`src/rtl/rr_group_arbiter.sv`:
```
`default_nettype none
// ============================================================================
// Module      : rr_group_arbiter
// Description : N-way round-robin arbiter with registered, held grants and a
//               group-request / group-grant pair for cascading into trees.
//               Optional hold limit enabled by defining ARB_HOLD_LIMIT_EN.
// Revision    : 1.0 - initial release
// ============================================================================
module rr_group_arbiter #(
  parameter int N        = 4,
  parameter int ID_W     = 2,
  parameter int HOLD_MAX = 8
) (
  input  logic            CLK,
  input  logic            RESET,
  input  logic [N-1:0]    REQ,
  input  logic            GG,
  output logic            GR,
  output logic [N-1:0]    GNT,
  output logic            GNT_VLD,
  output logic [ID_W-1:0] GNT_ID
);

  localparam logic [0:0]      c_ST_IDLE = 1'b0;
  localparam logic [0:0]      c_ST_BUSY = 1'b1;
  localparam logic [ID_W-1:0] c_LAST    = ID_W'(N - 1);
  localparam logic [N-1:0]    c_ONE     = {{(N-1){1'b0}}, 1'b1};

  generate
    if ((N < 2) || (N > 16) || (N > (1 << ID_W)) || (HOLD_MAX < 1) || (HOLD_MAX > 255)) begin : g_bad_param
      $error("rr_group_arbiter: illegal parameter combination");
    end
  endgenerate

  logic [0:0]      r_state;
  logic [ID_W-1:0] r_ptr;
  logic [N-1:0]    r_gnt;
  logic            r_gnt_vld;
  logic [ID_W-1:0] r_gnt_id;

  logic [0:0]      w_state_nxt;
  logic [ID_W-1:0] w_ptr_nxt;
  logic [N-1:0]    w_gnt_nxt;
  logic            w_gnt_vld_nxt;
  logic [ID_W-1:0] w_gnt_id_nxt;
  logic            w_new_grant;

  logic            w_any_req;
  logic            w_own_req;
  logic            w_hold_hit;
  logic            w_release;
  logic [ID_W-1:0] w_own_nxt;
  logic [ID_W-1:0] w_start;
  logic [N-1:0]    w_req_hi;
  logic [ID_W-1:0] w_win;

  function automatic logic [ID_W-1:0] lowest_set(input logic [N-1:0] v);
    lowest_set = '0;
    for (int j = N - 1; j >= 0; j--) begin
      if (v[j]) lowest_set = ID_W'(j);
    end
  endfunction

`ifdef ARB_HOLD_LIMIT_EN
  logic [7:0] r_hold_cnt;

  // Counter restarts on every (re)grant, so the owner gets exactly HOLD_MAX cycles.
  always_ff @(posedge CLK) begin
    if (RESET) begin
      r_hold_cnt <= '0;
    end else if (w_new_grant) begin
      r_hold_cnt <= '0;
    end else if (r_gnt_vld) begin
      r_hold_cnt <= r_hold_cnt + 8'd1;
    end
  end

  assign w_hold_hit = r_gnt_vld && (r_hold_cnt == 8'(HOLD_MAX - 1));
`else
  assign w_hold_hit = 1'b0;
`endif

  // State register
  always_ff @(posedge CLK) begin
    if (RESET) begin
      r_state   <= c_ST_IDLE;
      r_ptr     <= '0;
      r_gnt     <= '0;
      r_gnt_vld <= 1'b0;
      r_gnt_id  <= '0;
    end else begin
      r_state   <= w_state_nxt;
      r_ptr     <= w_ptr_nxt;
      r_gnt     <= w_gnt_nxt;
      r_gnt_vld <= w_gnt_vld_nxt;
      r_gnt_id  <= w_gnt_id_nxt;
    end
  end

  // Searching from OWN+1 on release puts the current owner last in line.
  assign w_any_req = |REQ;
  assign w_own_req = |(REQ & r_gnt);
  assign w_own_nxt = (r_gnt_id == c_LAST) ? '0 : r_gnt_id + ID_W'(1);
  assign w_release = (r_state == c_ST_BUSY) && (!w_own_req || !GG || w_hold_hit);
  assign w_start   = (r_state == c_ST_BUSY) ? w_own_nxt : r_ptr;
  assign w_req_hi  = REQ & ({N{1'b1}} << w_start);
  assign w_win     = (|w_req_hi) ? lowest_set(w_req_hi) : lowest_set(REQ);

  // Next-state logic
  always_comb begin
    w_state_nxt   = r_state;
    w_ptr_nxt     = r_ptr;
    w_gnt_nxt     = r_gnt;
    w_gnt_vld_nxt = r_gnt_vld;
    w_gnt_id_nxt  = r_gnt_id;
    w_new_grant   = 1'b0;
    case (r_state)
      c_ST_IDLE: begin
        if (GG && w_any_req) begin
          w_state_nxt   = c_ST_BUSY;
          w_gnt_nxt     = c_ONE << w_win;
          w_gnt_vld_nxt = 1'b1;
          w_gnt_id_nxt  = w_win;
          w_new_grant   = 1'b1;
        end
      end
      c_ST_BUSY: begin
        if (w_release) begin
          w_ptr_nxt = w_own_nxt;
          if (GG && w_any_req) begin
            w_gnt_nxt     = c_ONE << w_win;
            w_gnt_vld_nxt = 1'b1;
            w_gnt_id_nxt  = w_win;
            w_new_grant   = 1'b1;
          end else begin
            w_state_nxt   = c_ST_IDLE;
            w_gnt_nxt     = '0;
            w_gnt_vld_nxt = 1'b0;
            w_gnt_id_nxt  = '0;
          end
        end
      end
      default: begin
        w_state_nxt   = c_ST_IDLE;
        w_gnt_nxt     = '0;
        w_gnt_vld_nxt = 1'b0;
        w_gnt_id_nxt  = '0;
      end
    endcase
  end

  // Outputs; GR bypasses state so a parent sees demand in the same cycle.
  always_comb begin
    GR      = w_any_req & ~RESET;
    GNT     = r_gnt;
    GNT_VLD = r_gnt_vld;
    GNT_ID  = r_gnt_id;
  end

endmodule
`default_nettype wire

```
`config.mk`:
```
export PLATFORM = sky130hd
export DESIGN_NAME = rr_group_arbiter
export DESIGN_NICKNAME = d
export VERILOG_FILES = /design/src/rtl/rr_group_arbiter.sv
export SDC_FILE = /design/constraint.sdc
export NUM_CORES = 1
export LEC_CHECK = 0
export CAP_MARGIN = 10
export CORE_AREA = 2 2 39 41
export CTS_CLUSTER_DIAMETER = 100
export DETAILED_ROUTE_END_ITERATION = 16
export DIE_AREA = 0 0 41 43
export GPL_TIMING_DRIVEN = 0
export PLACE_DENSITY = 0.76
export SLEW_MARGIN = 10
export SYNTH_ARGS = -nofsm -noshare
export SYNTH_HDL_FRONTEND = slang
export SYNTH_SLANG_ARGS = --single-unit
export TNS_END_PERCENT = 100
```
`constraint.sdc`:
```
create_clock -name CLK -period 4.6 [get_ports CLK]
set_input_delay 0.46 -clock CLK [delete_from_list [all_inputs] [get_ports CLK]]
set_output_delay 0.46 -clock CLK [all_outputs]
set_load 0.005 [all_outputs]
```
==> impl_metrics.csv, run 1 <==
group,metric,value,unit
status,status,"completed",
clock_tree,cts_tree,"done",
yosys,synthXorXnorAreaFrac,0,%
run,maxCapViolCount,0,
clock_tree,clk_pin_slew_worst_paths,60,ps
sta,holdWs,466,ps
clock_tree,cts_hold_buf,0,
finish,final_nets,98,
sta,timing.final.crit_share,51.7,%
global_routing,grt_max_degree,11,
floorplan,start_util,43.3,%
power,p_per_area,285,nW/um^2
worst_setup_path,arrival,1920,ps
place,dp.cells,101,
worst_setup_path,worst-path-max-fanout,10,
place,gp_congestion,0.774,
yosys,synth_fa_ha_area_share,2.09,%
yosys,synth_area,599,sq um
sta,setup_viol,0,
worst_setup_path,crit_path_start,"RESET",
sta,skew,0.940,ps
route,via_per_inst,5.61,
global_routing,grt_usage,17.9,%
place,io_buffer_count,14,
route,vias,589,
finish,diodes,0,
yosys,synth_compound_area_share,25.7,%
yosys,yosysSeqAreaShare,33.4,%
route,routed_wl,1300,microns
yosys,synthCells,71,
worst_hold_path,hp-class,"reg -> reg",
clock_tree,cts_resized,0,
sta,relSlewSlack,71.3,%
clock_tree,post_cts_buffers,0,
worst_setup_path,critical_path.top_delay_family,"buffers and inverters",
place,dpl.hpwl,1030,microns
worst_setup_path,crit_type,"in -> out",
route,wire_per_inst,12.4,microns
floorplan,rows,14,
worst_setup_path,reg2reg_depth,6,
sta,hold_viol,0,
global_routing,overflow,0,
worst_setup_path,path_cells,"clkdlybuf4s50_1 > clkbuf_1 > nor2_1 > clkdlybuf4s50_1",
yosys,syn-num-nets,79,
worst_hold_path,holdPathEnd,"GNT[0]",
finish,drive_above_1_share,12.4,%
worst_setup_path,cp_common_cell,"clkdlybuf4s50_1",
clock_tree,insertion_delay,260,ps
route,drt_iter0_drc,4,
route,drc,0,
global_routing,grt_pass1_wl,2140,microns
finish,area.growth.synth_to_final,32.8,%
worst_hold_path,min_from,"GNT[0]",
sta,report.final.slew_viol_count,0,
worst_setup_path,crit_path_top_delay_cell,"clkdlybuf4s50_1",
worst_setup_path,r2r_setup_slack,2450,ps
finish,final_cells,105,
yosys,muxShareOfSynthArea,7.31,%
clock_tree,cts.sinks,10,
power,ir_worst_vdd,0.207,mV
clock_tree,cts_made_buffers,3,
floorplan,die_y,43,microns
sta,setup_tns,0,ps
worst_setup_path,crit_required,4140,ps
worst_hold_path,holdPathStages,2,
sta,worst-slew-pin-transition,431,ps
yosys,yosys.area_share.simple,27.8,%
clock_tree,cts_root_buf,"clkbuf_4",
floorplan,core_area,1380,sq um
sta,layout_min_cycle_time,2380,ps
global_routing,grt_pass1_vias,521,
route,ant_nets,0,
route,first_pass_iters,4,
sta,max_freq,421,MHz
floorplan,fp.dieW,41,microns
power,p_leak,0.315,nW
global_routing,antenna_found_initial,0,
worst_setup_path,crit-reg2reg-launch,"GNT_ID[0]",
floorplan,io_pins,15,
yosys,yosysWarnings,0,
floorplan,fp.dieArea,1760,sq um
worst_setup_path,path_buf_inv,3,
worst_setup_path,worstSetupStartpointType,"primary input",
worst_setup_path,r2r_end,"GNT[3]",
clock_tree,h-tree-depth,1,
yosys,syn_avg_cell_area,8.44,sq um
yosys,yosysUniqueCellTypes,31,
clock_tree,clock_path_buffers,2,
yosys,synth_top_family_by_area,"simple AND/OR/NAND/NOR gates",
worst_setup_path,slowest_delay,520,ps
worst_setup_path,cp-end-kind,"primary output",
yosys,synth_seq_cells,10,
sta,rsz0062_at_grt,"false",
-- power by group --
| part | total, mW | leakage [nW] | internal [mW] | switching [mW] |
|---|---|---|---|---|
| Clock | 0.0770 | 0.0210 | 0.0480 | 0.0289 |
| Combinational | 0.0539 | 0.212 | 0.0282 | 0.0257 |
| Sequential | 0.0958 | 0.0819 | 0.0918 | 0.00400 |
| Total | 0.227 | 0.315 | 0.168 | 0.0587 |
-- worst max path at each step --
stage,end,depth (start not counted)
finish,GR,4
global route,GR,4
CTS,GR,4
detailed placement,GNT[3],6
global placement,GNT[3],6
floorplan,GNT[3],6
-- registers in the layout (all words and copies together), names as in the netlist --
name and cells:
GNT_ID 2, GNT_VLD 1, r_state 1, GNT 4
r_ptr 2
-- cell usage in the layout, fill, tap and decap left out, types with 3 or more instances in the layout --
cell type and instances:
dfxtp_1 10, clkbuf_4 3, a21oi_1 6, nand2_1 7, clkdlybuf4s50_1 14, a22oi_1 3, nor2_1 9
-- cell families (layout without fill, tap and decap cells) --
logic type / count (synthesis) / in the layout
AOI/OAI and AO/OA: 21 / 21
adders and majority gates: 1 / 1
buffers and inverters: 4 / 22
DFF: 10 / 10
muxes: 3 / 3
and+or+nand+nor: 32 / 32
-- final cells by class --
cell class	count	area, sq um
buffer	2	15.0
clock buffer	4	36.3
fill	129	588
inverter	2	7.51
multi-input combinational	57	377
sequential	10	200
tap	16	20.0
timing repair buffer	14	140
-- worst reg2reg max path, cell delays in order, from the launching register on --
cell     delay (ps)
dfxtp_1         360
ha_1            380
mux2i_4         120
a31oi_1         200
a21bo_1         250
or4_4           540
o31ai_2         230
-- synth_stat cells, drive strengths merged --
cell     n  area (sq um)
a22oi    3          22.5
a21oi    6          30.0
buf      1          11.3
nand3    2          10.0
a41oi    1          8.76
o211ai   1          7.51
dfxtp   10           200
ha       1          12.5
nand4    1          6.26
inv      2          7.51
nand2b   2          12.5
nand2    7          26.3
or3      1          6.26
a21o     2          15.0
or4      1          11.3
o31ai    2          25.0
o21ai    1          5.00
a31oi    2          12.5
nor4     1          6.26
a21bo    1          10.0
and3     2          12.5
nand3b   2          15.0
mux2     1          11.3
mux2i    2          32.5
a32oi    2          17.5
clkbuf   1          3.75
nor2b    2          12.5
or2b     1          7.51
nor2     9          33.8
or2      1          6.26
-- routing by layer --
| layer | vias up | GRT usage (%) | share of wire (%) | wire [microns] |
|---|---|---|---|---|
| li1 | 298 | - | - | - |
| met1 | 276 | 23.6 | 47 | 609 |
| met2 | 10 | 25.3 | 48 | 621 |
| met3 | 5 | 3.14 | 3.1 | 40 |
| met4 | 0 | 12.0 | 2.5 | 32 |
| met5 | - | 0 | 0 | 0 |
-- per-stage QoR --
step                total power [mW]  area (sq um)  setup slack, ps  utilization (%)
finish                         0.227           796             2220             57.5
global route                   0.243           796             2160             57.5
CTS                            0.230           796             2220             57.5
detailed placement             0.152           759             2190             54.9
global placement               0.151           759             2210             54.9
floorplan                      0.130           599             2610                -
(Power assumes the default switching activity.)
==> run 2: changes to the inputs <==
CORE_AREA = default   (was 2 2 39 41)
CORE_MARGIN = 2   (was default)
CORE_UTILIZATION = 46   (was default)
DIE_AREA = default   (was 0 0 41 43)
PLACE_DENSITY = 0.78   (was 0.76)
clock period = 2.4 ns   (was 4.6 ns; I/O delays follow)
==> run 2 against run 1 <==
Die area fell by 8.8%. Setup slack got worse by 2000 ps. Utilization rose by 5.9 points. Critical path type is now reg -> reg. Register-to-register slack got worse by 2200 ps. Worst hold slack improved by 9.4 ps. First-iteration DRC count rose to 4.3 times the previous value. Wire length rose by 7.6%. Critical endpoint is now GNT[3]. Cell area fell by 0.16%. Combinational power rose by 95%. Non-clock buffer count did not move. Count of clock-buffer cells in the layout did not move. Via count rose by 0.68%.
==> impl_metrics.csv, run 2 (synthesis gave the netlist of run 1 again) <==
group,metric,value,unit
power,p_int,0.322,mW
place,dpl.hpwl,1110,microns
global_routing,overflow,0,
floorplan,rows,13,
sta,layout_min_cycle_time,2180,ps
route,drt_iter0_drc,17,
power,ir_worst_vdd,0.377,mV
clock_tree,cts_root_buf,"clkbuf_4",
sta,max_freq,458,MHz
route,vias,593,
sta,worst-slew-pin-transition,420,ps
clock_tree,cts.sinks,10,
clock_tree,post_cts_buffers,0,
power,totalPowerFinal,0.441,mW
sta,setup_ws,216,ps
worst_setup_path,cp-end-kind,"flop",
run,maxCapViolCount,0,
power,p_per_area,555,nW/um^2
sta,setup_viol,0,
route,via_per_inst,5.70,
worst_setup_path,r2r_end,"GNT[3]",
finish,fillers,110,
finish,final_util,63.4,%
sta,report.final.slew_viol_count,0,
worst_hold_path,holdPathStages,2,
place,gp_congestion,0.759,
worst_setup_path,crit_type,"reg -> reg",
sta,timing.final.crit_share,91.0,%
finish,drive_above_1_share,12.4,%
clock_tree,clk_pin_slew_worst_paths,70,ps
worst_setup_path,crit_path_top_delay_cell,"or4_4",
status,status,"completed",
route,wl_met1,619,microns
worst_setup_path,arrival,2370,ps
worst_setup_path,reg2reg_depth,6,
clock_tree,cts_tree,"done",
worst_setup_path,crit_required,2580,ps
route,ant_nets,0,
finish,diodes,0,
floorplan,fp.dieW,40.1,microns
worst_setup_path,worstSetupStartpointType,"flop",
clock_tree,cts_resized,0,
route,drc,0,
power,clkPwrFrac,34.4,%
finish,area.growth.synth_to_final,32.6,%
power,p_seq_share,41.8,%
worst_hold_path,min_from,"GNT[0]",
finish,final_cell_mix,"clkdlybuf4s50_1, dfxtp_1, nor2_1",
route,wl_met3,65,microns
clock_tree,cts_made_buffers,3,
global_routing,grt_pass1_vias,506,
route,dr.max_layer_used,"met4",
power,power_frac_comb,23.8,%
sta,setup_tns,0,ps
worst_setup_path,worst-path-max-fanout,6,
floorplan,io_pins,15,
global_routing,grt_max_degree,11,
finish,final_nets,98,
global_routing,grt_usage,20.6,%
route,dr_wl_met2,688,microns
clock_tree,cts_hold_buf,0,
power,p_leak,0.315,nW
clock_tree,h-tree-depth,1,
finish,largest_reg_flops,4,
route,first_pass_iters,4,
floorplan,start_util,47.9,%
worst_setup_path,r2r_setup_slack,220,ps
power,power_switching_share,26.9,%
worst_hold_path,hp-class,"reg -> reg",
worst_setup_path,path_cells,"ha_1 > mux2i_4 > a31oi_1 > a21bo_1 > or4_4 > o31ai_2",
power,p_sw,0.119,mW
finish,layout_commonest_cell,"clkdlybuf4s50_1",
sta,rsz0062_at_grt,"false",
worst_setup_path,slowest_delay,550,ps
floorplan,die_y,40.1,microns
global_routing,antenna_found_initial,0,
worst_hold_path,holdPathEnd,"GNT[0]",
global_routing,grt_pass1_wl,2140,microns
place,io_buffer_count,14,
floorplan,fp.dieArea,1610,sq um
floorplan,core_area,1250,sq um
sta,relSlewSlack,72.0,%
route,wire_per_inst,13.5,microns
route,routed_wl,1400,microns
sta,hold_viol,0,
worst_setup_path,crit-reg2reg-launch,"GNT_ID[0]",
clock_tree,insertion_delay,260,ps
clock_tree,clock_path_buffers,2,
place,post-place-ws,190,ps
sta,skew,1.53,ps
## run 2: layout make-up
type,count,area [sq um],area share [%]
plain buffers,2,15.0,1.89
clock buffers,4,36.3,4.57
inverters,2,7.51,0.945
multi-input cells,57,377,47.4
flip-flops and latches,10,200,25.2
well taps,15,18.8,2.36
repair buffers,14,140,17.6
## run 2: how the worst max path moves through the flow
stage	end	slack, ps	depth (start not counted)	start
after detailed placement	GNT[3]	190	6	REQ[3]
after global placement	GNT[1]	230	6	REQ[3]
final	GNT[3]	220	6	GNT_ID[0]
after global routing	GNT[3]	150	6	GNT_ID[0]
after floorplan	GNT[3]	410	6	GNT_ID[0]
after CTS	GNT[3]	210	6	GNT_ID[0]
## run 2: layer usage
layer  up-vias  track usage [%]
met2        14             33.5
met3         4             3.33
met4         0             12.9
li1        297                -
met1       278             25.2
met5         -                0
## run 2: power groups by stage
stage	registers [mW]	clock network, mW	logic, mW
finish	0.184	0.152	0.105
CTS	0.184	0.154	0.105
detailed placement	0.188	0	0.104
global route	0.185	0.160	0.114
floorplan	0.187	0	0.0612
global placement	0.188	0	0.103
## run 2: through the flow
| stage | hold WS (ps) | area [sq um] | instances |
|---|---|---|---|
| after global placement | 456 | 758 | 100 |
| after CTS | 475 | 795 | 104 |
| after detailed placement | 466 | 758 | 100 |
| final | 475 | 795 | 104 |
| after floorplan | 339 | 599 | 71 |
| after global routing | 491 | 795 | 104 |
## run 2: critical path, delay by kind of cell, from the launching register on
| kind | cells | cell delay [ps] |
|---|---|---|
| multiplexers | 1 | 120 |
| adder cells (fa/ha/maj) | 1 | 380 |
| flip-flops | 1 | 360 |
| AND/OR/NAND/NOR | 1 | 550 |
| AO/OA/AOI/OAI | 3 | 690 |
